<file path="config.mk">
export PLATFORM = sky130hd
export DESIGN_NAME = ln_scheduler_flat
export DESIGN_NICKNAME = d
export VERILOG_FILES = /design/src/rtl/ln_sched_pkg.sv /design/src/rtl/ln_scheduler_if.sv /design/src/rtl/ln_rr_arbiter.sv /design/src/rtl/ln_scheduler.sv /design/src/flat_wrapper.sv
export SDC_FILE = /design/constraint.sdc
export NUM_CORES = 1
export LEC_CHECK = 0
export ABC_AREA = 1
export BUFFER_PORTS_ARGS = -buffer_cell sky130_fd_sc_hd__buf_2
export CELL_PAD_IN_SITES_DETAIL_PLACEMENT = 1
export CELL_PAD_IN_SITES_GLOBAL_PLACEMENT = 2
export CORE_ASPECT_RATIO = 1.2
export CORE_MARGIN = 2
export CORE_UTILIZATION = 25
export CTS_CLUSTER_SIZE = 8
export DETAILED_ROUTE_END_ITERATION = 10
export PLACE_DENSITY = 0.85
export SYNTH_ARGS = -nofsm -noshare
export SYNTH_HDL_FRONTEND = slang
export SYNTH_SLANG_ARGS = --single-unit
</file>
<file path="constraint.sdc">
create_clock -name clk -period 1.5 [get_ports clk]
set_input_delay 0.3 -clock clk [delete_from_list [all_inputs] [get_ports clk]]
set_output_delay 0.3 -clock clk [all_outputs]
set_load 0.02 [all_outputs]
</file>
<file path="src/rtl/ln_sched_pkg.sv">
// ln_sched_pkg: FSM state type and sizing helpers for the LayerNorm scheduler.
package ln_sched_pkg;
  typedef enum logic [1:0] {IDLE, ISSUE, WAIT, RESP} state_t;
  function automatic int timer_w(input int timeout);
    return $clog2(timeout + 1);
  endfunction
  function automatic int idx_w(input int n);
    return (n > 1) ? $clog2(n) : 1;
  endfunction
endpackage

</file>
<file path="src/rtl/ln_scheduler_if.sv">
// ln_scheduler_if: requester, response and engine-control signals of ln_scheduler.
interface ln_scheduler_if import ln_sched_pkg::*; #(
  parameter int NREQ   = 2,
  parameter int ADDR_W = 8,
  parameter int PSEL_W = 2
);
  localparam int OWN_W = idx_w(NREQ);
  logic [NREQ-1:0]        req_valid;
  logic [NREQ*ADDR_W-1:0] req_addr;
  logic [NREQ*PSEL_W-1:0] req_psel;
  logic [NREQ-1:0]        req_ready;
  logic [NREQ-1:0]        rsp_valid;
  logic                   rsp_err;
  logic                   eng_start;
  logic [ADDR_W-1:0]      eng_addr;
  logic [PSEL_W-1:0]      eng_psel;
  logic                   eng_done;
  logic                   busy;
  logic [OWN_W-1:0]       owner;
  modport slave (
    input  req_valid, req_addr, req_psel, eng_done,
    output req_ready, rsp_valid, rsp_err, eng_start, eng_addr, eng_psel, busy, owner
  );
  modport master (
    output req_valid, req_addr, req_psel, eng_done,
    input  req_ready, rsp_valid, rsp_err, eng_start, eng_addr, eng_psel, busy, owner
  );
endinterface

</file>
<file path="src/rtl/ln_rr_arbiter.sv">
// ln_rr_arbiter: combinational round-robin pick, searching upward from i_ptr with wrap.
module ln_rr_arbiter import ln_sched_pkg::*; #(
  parameter int NREQ = 2,
  localparam int OWN_W = idx_w(NREQ)
) (
  input  logic [NREQ-1:0]  i_req,
  input  logic [OWN_W-1:0] i_ptr,
  output logic [OWN_W-1:0] o_grant_idx,
  output logic             o_any_req
);
  // Scan farthest-first so the last hit, the one nearest the pointer, wins.
  always_comb begin
    o_grant_idx = i_ptr;
    o_any_req = |i_req;
    for (int i = NREQ - 1; i >= 0; i--)
      if (i_req[(int'(i_ptr) + i) % NREQ]) o_grant_idx = OWN_W'((int'(i_ptr) + i) % NREQ);
  end
endmodule

</file>
<file path="src/rtl/ln_scheduler.sv">
// ln_scheduler: round-robin sharing of one LayerNorm engine among NREQ requesters,
// one job at a time, with a watchdog that forces an error response.
module ln_scheduler import ln_sched_pkg::*; #(
  parameter int NREQ    = 2,
  parameter int ADDR_W  = 8,
  parameter int PSEL_W  = 2,
  parameter int TIMEOUT = 64
) (
  input logic           clk,
  input logic           rst,
  ln_scheduler_if.slave bus
);
  localparam int OWN_W   = idx_w(NREQ);
  localparam int TIMER_W = timer_w(TIMEOUT);
  state_t              r_state, w_next;
  logic [TIMER_W-1:0]  r_timer;
  logic [OWN_W-1:0]    r_owner, r_ptr, w_grant;
  logic                w_any, w_fin;
  logic [ADDR_W-1:0]   r_addr;
  logic [PSEL_W-1:0]   r_psel;
  logic [NREQ-1:0]     r_req_ready, r_rsp_valid;
  logic                r_rsp_err, r_eng_start, r_busy;

  ln_rr_arbiter #(.NREQ(NREQ)) u_arb (
    .i_req      (bus.req_valid),
    .i_ptr      (r_ptr),
    .o_grant_idx(w_grant),
    .o_any_req  (w_any)
  );

  always_comb begin
    w_fin = bus.eng_done || r_timer == TIMER_W'(TIMEOUT - 1);
    w_next = (r_state == IDLE)  ? (w_any ? ISSUE : IDLE) :
             (r_state == ISSUE) ? WAIT :
             (r_state == WAIT)  ? (w_fin ? RESP : WAIT) : IDLE;
  end

  // Outputs are registered from the next state so they line up with the state they describe.
  always_ff @(posedge clk) begin
    if (rst) begin
      r_state     <= IDLE;
      r_timer     <= '0;
      r_owner     <= '0;
      r_ptr       <= '0;
      r_addr      <= '0;
      r_psel      <= '0;
      r_req_ready <= '0;
      r_rsp_valid <= '0;
      r_rsp_err   <= 1'b0;
      r_eng_start <= 1'b0;
      r_busy      <= 1'b0;
    end else begin
      r_state <= w_next;
      r_timer <= (r_state == ISSUE) ? '0 : (r_state == WAIT) ? r_timer + TIMER_W'(1) : r_timer;
      if (r_state == IDLE && w_any) begin
        r_owner <= w_grant;
        r_addr  <= bus.req_addr[int'(w_grant)*ADDR_W +: ADDR_W];
        r_psel  <= bus.req_psel[int'(w_grant)*PSEL_W +: PSEL_W];
      end
      if (r_state == RESP) r_ptr <= (int'(r_owner) == NREQ - 1) ? '0 : r_owner + 1'b1;
      r_eng_start <= w_next == ISSUE;
      r_req_ready <= (w_next == ISSUE) ? NREQ'(1) << w_grant : '0;
      r_rsp_valid <= (w_next == RESP) ? NREQ'(1) << r_owner : '0;
      r_rsp_err   <= w_next == RESP && !bus.eng_done;
      r_busy      <= w_next != IDLE;
    end
  end

  assign bus.req_ready = r_req_ready;
  assign bus.rsp_valid = r_rsp_valid;
  assign bus.rsp_err   = r_rsp_err;
  assign bus.eng_start = r_eng_start;
  assign bus.eng_addr  = r_addr;
  assign bus.eng_psel  = r_psel;
  assign bus.busy      = r_busy;
  assign bus.owner     = r_owner;
endmodule

</file>
<file path="src/flat_wrapper.sv">
// flat-port wrapper written by rule: the top's interface ports become plain ports
module ln_scheduler_flat import ln_sched_pkg::*;
#(
  parameter int NREQ    = 2,
  parameter int ADDR_W  = 8,
  parameter int PSEL_W  = 2,
  parameter int TIMEOUT = 64
)
  (clk, rst, bus_req_valid, bus_req_addr, bus_req_psel, bus_eng_done, bus_req_ready, bus_rsp_valid, bus_rsp_err, bus_eng_start, bus_eng_addr, bus_eng_psel, bus_busy, bus_owner);
  ln_scheduler_if #(.NREQ(NREQ), .ADDR_W(ADDR_W), .PSEL_W(PSEL_W)) bus_i ();
  input logic clk;
  input logic rst;
  input wire logic [$bits(bus_i.req_valid)-1:0] bus_req_valid;
  input wire logic [$bits(bus_i.req_addr)-1:0] bus_req_addr;
  input wire logic [$bits(bus_i.req_psel)-1:0] bus_req_psel;
  input wire logic [$bits(bus_i.eng_done)-1:0] bus_eng_done;
  output wire logic [$bits(bus_i.req_ready)-1:0] bus_req_ready;
  output wire logic [$bits(bus_i.rsp_valid)-1:0] bus_rsp_valid;
  output wire logic [$bits(bus_i.rsp_err)-1:0] bus_rsp_err;
  output wire logic [$bits(bus_i.eng_start)-1:0] bus_eng_start;
  output wire logic [$bits(bus_i.eng_addr)-1:0] bus_eng_addr;
  output wire logic [$bits(bus_i.eng_psel)-1:0] bus_eng_psel;
  output wire logic [$bits(bus_i.busy)-1:0] bus_busy;
  output wire logic [$bits(bus_i.owner)-1:0] bus_owner;
  assign bus_i.req_valid = bus_req_valid;
  assign bus_i.req_addr = bus_req_addr;
  assign bus_i.req_psel = bus_req_psel;
  assign bus_i.eng_done = bus_eng_done;
  assign bus_req_ready = bus_i.req_ready;
  assign bus_rsp_valid = bus_i.rsp_valid;
  assign bus_rsp_err = bus_i.rsp_err;
  assign bus_eng_start = bus_i.eng_start;
  assign bus_eng_addr = bus_i.eng_addr;
  assign bus_eng_psel = bus_i.eng_psel;
  assign bus_busy = bus_i.busy;
  assign bus_owner = bus_i.owner;
  ln_scheduler #(.NREQ(NREQ), .ADDR_W(ADDR_W), .PSEL_W(PSEL_W), .TIMEOUT(TIMEOUT)) u_core (.clk(clk), .rst(rst), .bus(bus_i));
endmodule
</file>
; Word level (Yosys, flattened, before mapping)
; Index checks and enable logic that the tools add are counted.
[classes]
n_mux = 13
reduce_logical = 10
n_lt_le_gt_ge = 2
eq_ne = 6
bitwise = 3
n_addsub = 3
n_shift = 4
[op_table]
columns = op, count
row1 = 16-bit by 5-bit indexed part select with 8-bit output, 1
row2 = 1-bit two-way mux, 10
row3 = 2-bit OR reduction, 4
row4 = "7-bit by 1-bit adder with 7-bit output, second input constant", 1
row5 = "7-bit by 6-bit == test with 1-bit output, second input constant", 1
row6 = "2-bit == test, second input constant", 3
row7 = 2-bit two-way mux, 3
row8 = "2-bit by 1-bit == test with 1-bit output, second input constant", 2
row9 = 4-bit by 3-bit indexed part select with 2-bit output, 1
row10 = "1-bit by 1-bit << shifter with 2-bit output, first input constant", 2
row11 = "2-bit by 3-bit less-than comparator with 1-bit output, second input constant", 1
row12 = "1-bit adder, second input constant", 2
row13 = 1-bit logical AND, 2
row14 = 2-bit zero test, 1
row15 = "1-bit by 2-bit less-than comparator with 1-bit output, second input constant", 1
row16 = 1-bit inverter, 2
row17 = 2-bit nonzero test, 1
row18 = "1-bit AND, first input constant", 1
row19 = 1-bit zero test, 1
row20 = 1-bit logical OR, 1
[totals]
inputBits = 25
ff_bits = 28
output_inout_bits = 18

; Depth between registers and ports, before layout
[depth]
word_depth = 9
depth_mapped = 9
depth_no_buf = 9

; Cells and area by module
; From an unflattened synthesis, not the netlist that was laid out.
[unflattened]
hier_cells = 156
hier_area_um2 = 1201.2
[by_module_without_submodules]
columns = module, area_each_um2, cells_each, instances, seq_area_each_um2
row1 = ln_scheduler, 1182.4, 152, 1, 560.5
row2 = ln_rr_arbiter, 18.8, 4, 1, 0.0

; Worst setup path after synthesis
; No wires, ideal clock.
[synth_timing]
path_kind = register to register
start = register u_core.r_state[0]
end = register u_core.r_addr[0], in the netlist u_core.bus.eng_addr[0]
path_slack_ns = 0.269
required_time_ns = 1.391
n_path_buf = 1
synth_period_minus_slack_ns = 1.231
stages_incl_launch_ff = 10
arrival_ns = 1.122
cell_sequence = dfxtp_1 > inv_1 > ha_1 > o21ai_2 > inv_1 > buf_4 > nor2_1 > nor2_1 > nand2_1 > inv_1
[synth_between]
elab_chain_cells = 2
[synth_rtl]
columns = item, line_no
row1 = start: declaration, ln_scheduler.sv:15  ; state_t r_state, w_next;
row2 = start signal: assignment, ln_scheduler.sv:53  ; r_state <= w_next;
row3 = 2-bit zero test, ln_scheduler.sv:55  ; if (r_state == IDLE && w_any) begin
row4 = 1-bit logical AND, ln_scheduler.sv:55
row5 = end signal: assignment, ln_scheduler.sv:57  ; r_addr <= bus.req_addr[int'(w_grant)*ADDR_W +: ADDR_W];
row6 = end: declaration, ln_scheduler.sv:19  ; logic [ADDR_W-1:0] r_addr;
; No other way between the ends.
; A chain may end at the register's enable or synchronous reset.

; Final worst setup path
[layout_timing]
start = register u_core.r_state[0]
end = register u_core.r_addr[2], in the netlist u_core.bus.eng_addr[2]
; Same word-level chain as after synthesis.

==> summary.txt <==
H-tree levels: 1
CTS tree: yes
Die Width: 68.9 microns
Worst Setup EP: u_core.bus.eng_addr[2]$_SDFFE_PP0P_
DRC violations left: 0
syn avg cell area: 7.14 sq um
fmax: 722 MHz
Max Cap Viol: 0
vias per cell: 4.24
Design Power: 1.92 mW
synthesized net count: 207
Startpoint Class: flip-flop
Yosys cell types: 23
# nets final: 256
root buffer cell: clkbuf_8
WP buf/inv: 4
WL final: 2990 microns
Top delay family on crit path: flip-flops
maximum root-to-sink buffer count: 2
largest net degree at the start of global routing: 21
R2R depth: 9
Detailed Place HPWL: 2400 microns
FF-to-FF Start: u_core.r_state[0]$_SDFF_PP0_
crit path capture type: flip-flop
Pwr Density: 1170 nW/um^2
Final period util: 0.923
Psw: 0.634 mW
VDD IR-drop max: 0.358 mV
hold slack: 178 ps
GRT Util Overall: 0.123
gpl congestion: 0.748
worst slew pin tran: 807 ps
Worst EP arrival: 1570 ps
register bit total from synthesis: 28
Fill cells: 655
vias in the first global route: 1258
Worst path max stage delay: 370 ps
Comb pwr share: 0.296
CTS clk-pin slew, worst paths: 100 ps
Clock Sinks: 28
Wirelength per Cell: 10.5 microns
die area: 5640 sq um
first-pass GRT wire length: 5310 microns
FF-to-FF setup slack: 120 ps
crit path time final: 1380 ps
HP Class: input pin to flip-flop
Yosys warning count: 0
Lkg Pwr: 0.889 nW
# Post-CTS Setup Buffers: 0
crit-path max FO: 20
sw frac: 0.330
endpoints failing hold: 0
core area: 4900 sq um
Vias: 1209
sequential share of power: 0.456
Iter 0 DRT Violations: 22
Max Slew Vio Count: 0
Clock Power Share: 0.248
CP Cell Sequence: inv_1, ha_1, o21ai_2, inv_1, buf_12, nor2_1, nor2_1, nand2_1, inv_1
Crit-path slowest cell: dfxtp_1
Initial Utilization: 0.258
dpl cell area: 1570 sq um
clock latency on the worst-skew pair: 280 ps
outcome: complete, no violations
CTS Buf Count: 3
Seq/Total Area, Yosys: 0.444
final instance area: 1650 sq um
Core Rows: 28
Port Buffers: 42
synthesized instance count: 177
Worst setup startpoint: u_core.r_state[0]$_SDFF_PP0_
Crit path required time: 1680 ps
Ant. Diodes: 0
IO Pins: 43
RSZ-0062 raised after global routing: yes
layout cells sized above 1: 0.289
Reg-to-Reg End: u_core.bus.eng_addr[2]$_SDFFE_PP0P_
P_int: 1.28 mW
CP Depth: 9
fin util: 0.335
worst clock skew: 4.17 ps
chip height: 81.9 microns
Worst path most repeated cell: inv_1
Final setup viols: 0
Post-Syn Area: 1260 sq um
drt first pass iters: 3
initial antenna violation count: 0
crit path kind: flip-flop to flip-flop
antenna-violating nets left: 0
grt total ovfl: 0
Syn-to-layout area delta: 30.2%
Slew HR: 0.458
[worst min path at each step]
stage	from	endpoint	slack, ps	cells past startpoint
global route	bus_eng_done	u_core.bus.rsp_err$_SDFF_PP0_	170	2
detailed placement	u_core.bus.owner$_SDFFE_PP0P_	u_core.bus.rsp_valid[0]$_SDFF_PP0_	450	1
floorplan	bus_eng_done	u_core.bus.rsp_err$_SDFF_PP0_	370	1
global placement	u_core.bus.owner$_SDFFE_PP0P_	u_core.bus.rsp_valid[0]$_SDFF_PP0_	450	1
finish	bus_eng_done	u_core.bus.rsp_err$_SDFF_PP0_	180	2
CTS	bus_eng_done	u_core.bus.rsp_err$_SDFF_PP0_	180	2
[per-stage QoR]
stage                     setup TNS, ps  std cells  setup slack (ps)
after global routing              -9.57        285             -7.34
after detailed placement          -16.6        281             -16.6
after global placement                0        281              17.7
after floorplan                       0        177               269
final                                 0        285               115
after CTS                             0        285              37.8
[synthesized netlist by cell type]
master / number / area share
a21oi_1: 5 / 0.020
a21oi_2: 2 / 0.014
a221oi_1: 1 / 0.0069
a31oi_1: 1 / 0.0050
buf_4: 2 / 0.012
buf_6: 1 / 0.0089
clkbuf_1: 1 / 0.0030
clkbuf_8: 1 / 0.011
dfxtp_1: 28 / 0.44
ha_1: 5 / 0.050
inv_1: 26 / 0.077
inv_2: 1 / 0.0030
nand2_1: 43 / 0.13
nand2_2: 2 / 0.0099
nand3_1: 13 / 0.051
nor2_1: 34 / 0.10
nor3_1: 2 / 0.0079
nor3b_1: 1 / 0.0059
o21a_1: 1 / 0.0059
o21ai_0: 3 / 0.012
o21ai_1: 1 / 0.0040
o21ai_2: 2 / 0.014
xor2_1: 1 / 0.0069
[logic make-up (layout without fill, tap and decap cells)]
| family | count (synthesis) | in the layout | share of synthesized area |
|---|---|---|---|
| buffers and inverters | 32 | 80 | 0.115 |
| and+or+nand+nor | 95 | 95 | 0.304 |
| adders and majority gates | 5 | 5 | 0.0495 |
| AOI/OAI and AO/OA | 16 | 16 | 0.0812 |
| xor gates and xnor gates | 1 | 1 | 0.00693 |
| DFF | 28 | 28 | 0.444 |
[what timing repair did]
| action | in CTS | in global routing |
|---|---|---|
| resized for setup | 0 | 5 |
| hold buffers | 0 | 0 |
| endpoints found under the setup margin | 0 | 9 |
[cells in the final DEF, fill, tap and decap left out]
cell type  synthesis  final
buf_12             0      1
clkbuf_8           1      4
buf_2              0     42
o21ai_0            3      3
inv_1             26     26
nand2_1           43     42
o21ai_1            1      1
nand2_2            2      3
nor3_1             2      2
nor2_1            34     34
nand3_2            0      2
a21oi_2            2      2
nor3b_2            0      1
ha_2               0      1
a221oi_1           1      1
nand3_1           13     11
a31oi_1            1      1
ha_1               5      4
xor2_1             1      1
buf_4              2      6
o21ai_2            2      2
o21a_1             1      1
dfxtp_1           28     28
inv_2              1      1
a21oi_1            5      5
[power by group through the flow]
stage                     logic, mW  registers (mW)  clock network [mW]
after floorplan               0.282           0.982                   0
after global routing          0.646           0.888               0.520
after CTS                     0.570           0.877               0.494
after detailed placement      0.565           0.893                   0
after global placement        0.558           0.892                   0
final                         0.567           0.875               0.476
[area by class of cell]
class / count / area [sq um] / share of cell area
timing repair buffer: 49 / 275 / 0.167
sequential: 28 / 561 / 0.341
inverter: 27 / 101 / 0.0616
multi-input combinational: 117 / 578 / 0.351
tap: 60 / 75.1 / 0.0456
clock buffer: 4 / 55.1 / 0.0335
[layer usage]
layer	track usage	wire length (microns)	vias up	part of all wire
li1	-	-	632	-
met1	0.141	1260	543	0.42
met2	0.224	1540	30	0.51
met3	0.0274	156	4	0.052
met4	0.0353	36	0	0.012
met5	0	0	-	0
[registers in the layout, indices dropped and copies added, names as in the netlist, 2 cells and up]
signal	flops
u_core.bus.eng_addr	8
u_core.r_timer	7
u_core.bus.eng_psel	2
u_core.bus.req_ready	2
u_core.bus.rsp_valid	2
u_core.r_state	2
Power figures use the tool's default switching activity.
